**config.mk**
```make
export PLATFORM = sky130hd
export DESIGN_NAME = snake_frame_scanner
export DESIGN_NICKNAME = d
export VERILOG_FILES = /design/src/rtl/snake_frame_scanner.sv
export SDC_FILE = /design/constraint.sdc
export NUM_CORES = 1
export LEC_CHECK = 0
export ABC_CLOCK_PERIOD_IN_PS = 5580
export CORE_ASPECT_RATIO = 1.75
export CORE_MARGIN = 2
export CORE_UTILIZATION = 46
export CTS_CLUSTER_SIZE = 28
export DETAILED_ROUTE_END_ITERATION = 7
export PLACE_DENSITY = 0.73
export SLEW_MARGIN = 20
export SYNTH_ARGS = -nofsm -noshare
export SYNTH_HDL_FRONTEND = slang
export SYNTH_SLANG_ARGS = --single-unit
export TNS_END_PERCENT = 1
```
**constraint.sdc**
```tcl
create_clock -name clk -period 5.58 [get_ports clk]
set_input_delay 0.558 -clock clk [delete_from_list [all_inputs] [get_ports clk]]
set_output_delay 0.558 -clock clk [all_outputs]
set_load 0.05 [all_outputs]
```
**src/rtl/snake_frame_scanner.sv**
```systemverilog
// -----------------------------------------------------------------------------
// snake_frame_scanner
//
// Takes a snapshot of the snake game field on request and streams it to the
// display driver as a raster of pixels. Each field cell is expanded to
// CELL_PX x CELL_PX pixels. The pixel stream uses a valid/ready handshake so
// the display side can stall without tearing the frame.
//
// Ports:
//   clk        in   system clock
//   rst        in   synchronous active-high reset
//   field      in   live field, 3 bits per cell, row-major, cell (x,y) at
//                   bit offset (y*SIZE_X+x)*3
//   frame_req  in   start-of-frame request (pulse or level)
//   busy       out  frame in progress, snapshot held
//   frame_done out  one-cycle pulse after the last pixel is accepted
//   pix_valid  out  pixel payload valid
//   pix_ready  in   downstream accepts pixel
//   pix_color  out  pixel colour (RGB 4:4:4 at default width)
//   pix_sof    out  first pixel of frame
//   pix_eol    out  last pixel of a raster line
//   pix_eof    out  last pixel of frame
// -----------------------------------------------------------------------------
module snake_frame_scanner #(
   parameter logic [7:0] SIZE_X     = 8'd10,
   parameter logic [7:0] SIZE_Y     = 8'd10,
   parameter int         FIELD_SIZE = int'(SIZE_X) * int'(SIZE_Y) * 3,
   parameter int         CELL_PX    = 4,
   parameter int         COLOR_W    = 12
) (
   input  logic                  clk,
   input  logic                  rst,
   input  logic [FIELD_SIZE-1:0] field,
   input  logic                  frame_req,
   output logic                  busy,
   output logic                  frame_done,
   output logic                  pix_valid,
   input  logic                  pix_ready,
   output logic [COLOR_W-1:0]    pix_color,
   output logic                  pix_sof,
   output logic                  pix_eol,
   output logic                  pix_eof
);

   localparam int NX    = int'(SIZE_X);
   localparam int NY    = int'(SIZE_Y);
   localparam int CX_W  = (NX > 1) ? $clog2(NX) : 1;
   localparam int CY_W  = (NY > 1) ? $clog2(NY) : 1;
   localparam int SUB_W = (CELL_PX > 1) ? $clog2(CELL_PX) : 1;
   localparam int OFF_W = (FIELD_SIZE > 1) ? $clog2(FIELD_SIZE) : 1;

   localparam logic [CX_W-1:0]  CX_LAST  = CX_W'(NX - 1);
   localparam logic [CY_W-1:0]  CY_LAST  = CY_W'(NY - 1);
   localparam logic [SUB_W-1:0] SUB_LAST = SUB_W'(CELL_PX - 1);

   localparam logic [COLOR_W-1:0] COL_SNAKE   = COLOR_W'(12'h0F0);
   localparam logic [COLOR_W-1:0] COL_APPLE   = COLOR_W'(12'hF00);
   localparam logic [COLOR_W-1:0] COL_INVALID = COLOR_W'(12'hF0F);

   typedef enum logic [1:0] {
      IDLE = 2'd0,
      LOAD = 2'd1,
      SCAN = 2'd2,
      DONE = 2'd3
   } state_t;

   state_t                state_reg;
   logic [FIELD_SIZE-1:0] snapshot_reg;
   logic [CX_W-1:0]       cell_x_reg;
   logic [CY_W-1:0]       cell_y_reg;
   logic [SUB_W-1:0]      sub_x_reg;
   logic [SUB_W-1:0]      sub_y_reg;

   // Position and payload of the pixel that will be presented next.
   logic [CX_W-1:0]       cell_x_next;
   logic [CY_W-1:0]       cell_y_next;
   logic [SUB_W-1:0]      sub_x_next;
   logic [SUB_W-1:0]      sub_y_next;
   logic [OFF_W-1:0]      cell_off;
   logic [2:0]            cell_code;
   logic [COLOR_W-1:0]    color_next;
   logic                  eol_next;
   logic                  eof_next;

   function automatic logic [COLOR_W-1:0] code_color(input logic [2:0] code);
      logic [COLOR_W-1:0] c;
      case (code)
         3'b000:                      c = '0;
         3'b001, 3'b010,
         3'b011, 3'b100:              c = COL_SNAKE;
         3'b101:                      c = COL_APPLE;
         default:                     c = COL_INVALID;
      endcase
      return c;
   endfunction

   // In LOAD the counters already sit at (0,0), so the next pixel is the
   // current position; in SCAN it is the raster successor of the current one.
   always_comb begin
      cell_x_next = cell_x_reg;
      cell_y_next = cell_y_reg;
      sub_x_next  = sub_x_reg;
      sub_y_next  = sub_y_reg;
      if (state_reg == SCAN) begin
         if (sub_x_reg != SUB_LAST) begin
            sub_x_next = sub_x_reg + 1'b1;
         end else begin
            sub_x_next = '0;
            if (cell_x_reg != CX_LAST) begin
               cell_x_next = cell_x_reg + 1'b1;
            end else begin
               // End of a raster line: column counters clear, row advances.
               cell_x_next = '0;
               if (sub_y_reg != SUB_LAST) begin
                  sub_y_next = sub_y_reg + 1'b1;
               end else begin
                  sub_y_next = '0;
                  if (cell_y_reg != CY_LAST) begin
                     cell_y_next = cell_y_reg + 1'b1;
                  end else begin
                     cell_y_next = '0;
                  end
               end
            end
         end
      end
   end

   always_comb begin
      cell_off   = OFF_W'((32'(cell_y_next) * NX + 32'(cell_x_next)) * 3);
      cell_code  = snapshot_reg[cell_off +: 3];
      color_next = code_color(cell_code);
      eol_next   = (cell_x_next == CX_LAST) && (sub_x_next == SUB_LAST);
      eof_next   = eol_next && (cell_y_next == CY_LAST) && (sub_y_next == SUB_LAST);
   end

   always_ff @(posedge clk) begin
      if (rst) begin
         state_reg    <= IDLE;
         snapshot_reg <= '0;
         cell_x_reg   <= '0;
         cell_y_reg   <= '0;
         sub_x_reg    <= '0;
         sub_y_reg    <= '0;
         busy         <= 1'b0;
         frame_done   <= 1'b0;
         pix_valid    <= 1'b0;
         pix_color    <= '0;
         pix_sof      <= 1'b0;
         pix_eol      <= 1'b0;
         pix_eof      <= 1'b0;
      end else begin
         frame_done <= 1'b0;
         case (state_reg)
            IDLE: begin
               if (frame_req) begin
                  snapshot_reg <= field;
                  busy         <= 1'b1;
                  cell_x_reg   <= '0;
                  cell_y_reg   <= '0;
                  sub_x_reg    <= '0;
                  sub_y_reg    <= '0;
                  state_reg    <= LOAD;
               end
            end
            LOAD: begin
               pix_valid <= 1'b1;
               pix_color <= color_next;
               pix_sof   <= 1'b1;
               pix_eol   <= eol_next;
               pix_eof   <= eof_next;
               state_reg <= SCAN;
            end
            SCAN: begin
               // Payload only moves on a transfer, so a stalled pixel holds.
               if (pix_valid && pix_ready) begin
                  if (pix_eof) begin
                     pix_valid  <= 1'b0;
                     pix_color  <= '0;
                     pix_sof    <= 1'b0;
                     pix_eol    <= 1'b0;
                     pix_eof    <= 1'b0;
                     busy       <= 1'b0;
                     frame_done <= 1'b1;
                     cell_x_reg <= '0;
                     cell_y_reg <= '0;
                     sub_x_reg  <= '0;
                     sub_y_reg  <= '0;
                     state_reg  <= DONE;
                  end else begin
                     cell_x_reg <= cell_x_next;
                     cell_y_reg <= cell_y_next;
                     sub_x_reg  <= sub_x_next;
                     sub_y_reg  <= sub_y_next;
                     pix_color  <= color_next;
                     pix_sof    <= 1'b0;
                     pix_eol    <= eol_next;
                     pix_eof    <= eof_next;
                  end
               end
            end
            DONE: begin
               // frame_req is not looked at here; a held request is picked
               // up in IDLE on the following edge.
               state_reg <= IDLE;
            end
            default: begin
               state_reg <= IDLE;
            end
         endcase
      end
   end

endmodule

```
Word level (Yosys, flattened, before mapping)
Cells that the tools add are included.
{"block": "classes", "add_sub_neg": 5, "n_mul": 2, "eq_ne": 19, "n_shift": 1, "mux": 50, "bitwise": 2, "reduce_logical": 16}
{"operator": "300-bit by 10-bit indexed part select with 3-bit output", "n": 1}
{"operator": "4-bit 2-to-1 mux", "n": 13}
{"operator": "12-bit case mux with 3 select lines", "n": 1}
{"operator": "2-bit 2-to-1 mux", "n": 14}
{"operator": "12-bit 2-to-1 mux", "n": 2}
{"operator": "12-bit case mux with 2 select lines", "n": 1}
{"operator": "4-bit case mux with 2 select lines", "n": 2}
{"operator": "1-bit case mux with 2 select lines", "n": 5}
{"operator": "8-bit by 4-bit adder with 9-bit output", "n": 1}
{"operator": "9-bit by 2-bit multiplier with 9-bit output, second input constant", "n": 1}
{"operator": "1-bit 2-to-1 mux", "n": 9}
{"operator": "3-bit AND reduction", "n": 3}
{"operator": "4-bit by 1-bit adder with 4-bit output, second input constant", "n": 2}
{"operator": "2-bit == test, second input constant", "n": 4}
{"operator": "4-bit == test, second input constant", "n": 2}
{"operator": "2-bit != test, second input constant", "n": 4}
{"operator": "4-bit != test, second input constant", "n": 2}
{"operator": "2-bit case mux with 2 select lines", "n": 2}
{"operator": "2-bit case mux with 4 select lines", "n": 1}
{"operator": "4-bit by 3-bit multiplier with 7-bit output, second input constant", "n": 1}
{"operator": "3-bit by 2-bit == test with 1-bit output, second input constant", "n": 2}
{"operator": "3-bit == test, second input constant", "n": 2}
{"operator": "2-bit by 1-bit adder with 2-bit output, second input constant", "n": 2}
{"operator": "1-bit logical AND", "n": 4}
{"operator": "11 further kinds", "n": 14}
{"block": "word_totals", "register_bits": 332, "inputBits": 304, "out_inout_bits": 18, "wordCells": 108}

Depth between registers and ports, before layout
{"block": "logic_depth", "depth_word": 16, "depth_mapped": 27, "ltp_nobuf": 25}

Worst setup path after synthesis
OpenSTA, ideal clock, no wires.
{"block": "synth_path", "kind": "register to register", "startpoint": "register sub_x_reg[0]", "endpoint": "register pix_color[7]", "setup_time_ps": 62, "t_arrival_ps": 5693, "t_required_ps": 5518, "setup_slack_ps": -175, "path_stages_with_launch": 26, "n_path_buf": 5, "synth_period_minus_slack_ps": 5755, "path_cell_list": "dfxtp_1 -> ha_1 -> buf_2 -> and4b_1 -> and2_0 -> clkbuf_1 -> nand2_1 -> nor3_1 -> a21o_1 -> ha_1 -> inv_1 -> fa_1 -> inv_1 -> fa_1 -> clkbuf_1 -> clkbuf_1 -> clkbuf_1 -> nor2_1 -> a221oi_2 -> o211ai_1 -> a211oi_1 -> nor3_1 -> nand4b_1 -> o211ai_1 -> or4_1 -> nand3_1"}
{"block": "synth_between", "elab_chain_cells": 13, "elab_cells_between_ends": 20, "classes_between": "add/sub: 1; mul: 2; eq/ne: 6; shift: 1; mux: 8; reduce/logical: 2"}
{"element": "from (decl)", "line": "71", "source": "logic [SUB_W-1:0] sub_x_reg;"}
{"element": "from (signal assigned)", "line": "193", "source": "sub_x_reg <= sub_x_next;"}
{"element": "2-bit != test *", "line": "105", "source": "if (sub_x_reg != SUB_LAST) begin"}
{"element": "4-bit 2-to-1 mux", "line": "105"}
{"element": "4-bit 2-to-1 mux", "line": "104", "source": "if (state_reg == SCAN) begin"}
{"element": "4-bit by 3-bit multiplier with 7-bit output", "line": "130", "source": "cell_off = OFF_W'((32'(cell_y_next) * NX + 32'(cell_x_next)) * 3);"}
{"element": "8-bit by 4-bit adder with 9-bit output *", "line": "130"}
{"element": "9-bit by 2-bit multiplier with 9-bit output *", "line": "130"}
{"element": "300-bit by 10-bit indexed part select with 3-bit output *", "line": "131", "source": "cell_code = snapshot_reg[cell_off +: 3];"}
{"element": "3-bit by 1-bit == test with 1-bit output (tied with other cells)", "line": "87", "source": "case (code)"}
{"element": "4-bit OR reduction", "line": "87"}
{"element": "12-bit case mux with 3 select lines *", "line": "87"}
{"element": "12-bit 2-to-1 mux", "line": "177", "source": "if (pix_eof) begin"}
{"element": "12-bit 2-to-1 mux", "line": "176", "source": "if (pix_valid && pix_ready) begin"}
{"element": "12-bit case mux with 2 select lines *", "line": "154", "source": "case (state_reg)"}
{"element": "to (signal assigned)", "line": "168", "source": "pix_color <= color_next;"}
{"element": "to (signal assigned)", "line": "195", "source": "pix_color <= color_next;"}
{"element": "to (decl)", "line": "39", "source": "output logic [COLOR_W-1:0] pix_color,"}
Every way passes the cells marked *; elsewhere a longest branch is shown, timed or not. The select of a mux whose other input is x is not followed.
A chain may end at the register's enable or synchronous reset.

Worst setup path after layout
{"block": "layout_path", "startpoint": "register state_reg[0]", "endpoint": "register pix_color[7]"}
{"block": "layout_between", "elab_chain_cells": 12, "elab_cells_between_ends": 22, "classes_between": "add/sub: 1; mul: 2; eq/ne: 8; shift: 1; mux: 6; reduce/logical: 4"}
{"element": "from (decl)", "line": "67", "source": "state_t state_reg;"}
{"element": "from (signal assigned)", "line": "139", "source": "state_reg <= IDLE;"}
{"element": "from (signal assigned)", "line": "163", "source": "state_reg <= LOAD;"}
{"element": "from (signal assigned)", "line": "172", "source": "state_reg <= SCAN;"}
{"element": "2-bit == test", "line": "104, 154"}
{"element": "4-bit 2-to-1 mux", "line": "104"}
{"element": "4-bit by 3-bit multiplier with 7-bit output", "line": "130"}
{"element": "8-bit by 4-bit adder with 9-bit output", "line": "130"}
{"element": "9-bit by 2-bit multiplier with 9-bit output", "line": "130"}
{"element": "300-bit by 10-bit indexed part select with 3-bit output", "line": "131"}
{"element": "3-bit by 1-bit == test with 1-bit output (tied with other cells)", "line": "87"}
{"element": "4-bit OR reduction", "line": "87"}
{"element": "12-bit case mux with 3 select lines", "line": "87"}
{"element": "12-bit 2-to-1 mux", "line": "177"}
{"element": "12-bit 2-to-1 mux", "line": "176"}
{"element": "12-bit case mux with 2 select lines", "line": "154"}
Parallel ways exist; a longest one is shown, timed or not. The select of a mux whose other input is x is not followed.

==> impl_metrics.toml <==
[power_and_ir_drop]
power.density_nw_per_um2 = 310
vdd_drop_max_mv = 0.349
power.static_leakage_uw = 0.00877

[detailed_routing]
routed-wl-met2_mm = 37.0
wl_mm = 69.5
wire_per_inst_um = 22.2
top_layer_used = "met4"
num_vias = 18982
wl_met1_mm = 23.7
initialDrtViolationCount = 1880
met3WireLength_mm = 4.70
firstDrtPassIters = 8
antenna_left = 0
drc = 0
viasPerCell = 6.07

[clock_network]
insertion_delay_ns = 0.59
clk_root_buffer_cell = "clkbuf_16"
cts_tree = "done"
cts_max_level = 1
holdBufCountCts = 0
clkTransAtPathRegs_ns = 0.07
clock-sinks = 323
numCtsBuffers = 30
clockBufferDepth = 3

[yosys]
yosysWarnings = 0
yosysTopAreaCell = "dfxtp_1"
synth-xor-area-share_pct = 0.682
synth_compound_area_share_pct = 17.4
ys_seq_area_share_pct = 33.6
syn-num-nets = 2580
synth_top_area_share_pct = 33.6
synthMuxAreaShare_pct = 22.7
synthCells = 2252
synth_top_family_by_area = "multiplexers"
synth_cell_types = 84
synth_fa_ha_area_share_pct = 1.67
synth-seq-cells = 323
synth_edf_count = 0
synth.avg_cell_area_sq_um = 8.56
synth_ff_type = "dfxtp_1"
async_reset_ff_share_pct = 0
synthTopCellsByArea = "dfxtp_1 (34%), mux4_2 (19%), nand2_1 (13%), a21oi_1 (9.0%), mux2i_1 (3.3%)"
synth_simple_gate_area_share_pct = 18.7
synth_area_sq_um = 19300

[cells_and_area]
finalNonFillerCells = 3127
largest_reg_flops = 300
nets = 2877
area_delta_synth_final_pct = 29.5
fillCellCount = 3609
final_cell_mix = "nand2_1 (687), a21oi_1 (345), dfxtp_1 (321)"
final_common_cell = "nand2_1"
drive_above_1_share_pct = 16.6
n_antenna_cell = 0

[flow_run]
drv_cap = 0

[worst_setup_path]
startpoint_type = "flip-flop"
required_ns = 6.10
cp_data_arrival_time_ns = 5.97
cpPeakStageDelay_ns = 0.63
crit_fanout = 5
slowest_stage = "fa_2"
crit_chain = "inv_1 > ha_2 > and4b_1 > and2_4 > nand2_2 > nor3_2 > a21o_1 > ha_1 > ha_2 > fa_2 > xor2_2 > ha_1 > buf_4 > a221oi_4 > buf_6 > o21bai_1 > a21oi_2 > nor3_1 > or2_2 > a311o_1 > o32ai_2 > o211ai_1 > or4_1 > nand3_1"
crit_type = "reg -> reg"
worst_setup_path_end_kind = "flip-flop"

[sta]
hold_viol = 0
max_slew_margin_pct = 31.0
min_period_ns = 5.45
final-setup-viol-count = 0
max_freq_ghz = 0.184
worst_pin_slew_ns = 1.03
timing.final.ws_setup_ns = 0.134
drv_slew = 0
fin_skew_ns = 0.0257
hold_slack_ns = 0.395
fin_crit_sh_pct = 97.6

[global_route]
grt_usage_pct = 30.5
grt_pass1_vias = 18742
grt_pass1_wl_mm = 105
overflow = 0
antenna_found_initial = 0
grt_max_degree = 178

[die]
num_rows = 99
die_area_sq_um = 43600
start_util_pct = 46.4
io_pins = 322
coreArea_sq_um = 41500
die_w_um = 159
die_h_um = 275

[placement]
dpl.hpwl_mm = 52.3
pre_cts_ws_ns = -0.206
dp_cells = 3059
port_buffers = 321
gp_congestion = 1.01

[hold_path]
hp-class = "in -> reg"

[outcome]
outcome = "finished, final reports clean"
==> per-stage QoR <==
step                power, uW  TNS, ns  cell area (sq um)  utilization [%]
floorplan                4530        0              19300                -
global placement         5340  -0.0410              23400             56.5
detailed placement       5390   -0.268              23400             56.5
CTS                      7720        0              24700             59.4
global route             8080  -0.0111              25000             60.1
finish                   7730        0              25000             60.1
==> routing by layer <==
metal / up-vias / track usage, %
li1: 8696 / -
met4: 0 / 16.5
met5: - / 0
met1: 9172 / 32.7
met2: 896 / 58.2
met3: 218 / 3.92
==> synthesized netlist by cell type, drive strengths merged, types with 3 or more instances <==
library cell and instances:
a211oi 15, a21o 12, a21oi 348, a221oi 6, a22oi 38, a31oi 12, a32oi 9, and2 5
and3 18, buf 52, clkbuf 145, dfxtp 323, fa 3, ha 21, inv 15, mux2 9
mux2i 63, mux4 162, nand2 692, nand2b 5, nand3 45, nand3b 5, nand4 10, nor2 68
nor2b 3, nor3 19, nor4 3, o2111ai 4, o211ai 12, o21ai 31, o221ai 17, o22ai 17
o311a 5, o31ai 3, or3 4, or4 3, xnor2 11, xor2 4
==> worst max-delay path, delay by kind of cell, from the launching register on <==
kind	cells	cell delay, ns
adders and majority gates	5	1.57
and+or+nand+nor	8	1.52
AOI/OAI and AO/OA	7	1.36
buffers and inverters	3	0.40
DFF	1	0.33
xor gates and xnor gates	1	0.17
==> final cells by class <==
class / instances / area (sq um) / area share, %
clock buffers: 38 / 842 / 3.37
repair buffers: 462 / 4480 / 17.9
well taps: 555 / 694 / 2.78
multi-input cells: 1717 / 12100 / 48.5
inverters: 15 / 71.3 / 0.286
flip-flops and latches: 323 / 6470 / 25.9
clock inverters: 17 / 289 / 1.16
==> timing repair <==
action / 4_1_cts / 5_1_grt
endpoints found under the setup margin: 2 / 3
gates cloned: 0 / 1
endpoints found under the hold margin: 0 / 0
buffers inserted: 4 / 8
pin swaps: 5 / 25
gates resized for setup: 13 / 56
==> kinds of logic after synthesis <==
kind of cell | after synthesis
xor+xnor | 15
buf+inv | 212
simple gates | 887
fa+ha+maj | 24
compound gates | 557
mux | 234
flops | 323
==> path summary, 6_finish.rpt <==
| kind | from | end | slack (ns) | cells past startpoint |
|---|---|---|---|---|
| worst min-delay path | rst | sub_y_reg[0]$_SDFFE_PP0P_ | 0.40 | 2 |
| worst max register to register | state_reg[0]$_SDFFE_PP0P_ | pix_color[7]$_SDFFE_PP0P_ | 0.13 | 24 |
| worst max-delay path | state_reg[0]$_SDFFE_PP0P_ | pix_color[7]$_SDFFE_PP0P_ | 0.13 | 24 |
| worst min register to register | pix_eol$_SDFFE_PP0P_ | pix_eol$_SDFFE_PP0P_ | 0.45 | 2 |
==> where the power goes <==
part	switching (uW)	leakage, uW	internal, uW	total (uW)
Clock	936	0.000544	1400	2330
Combinational	1280	0.00557	949	2230
Sequential	458	0.00265	2710	3170
(Power assumes the default switching activity.)
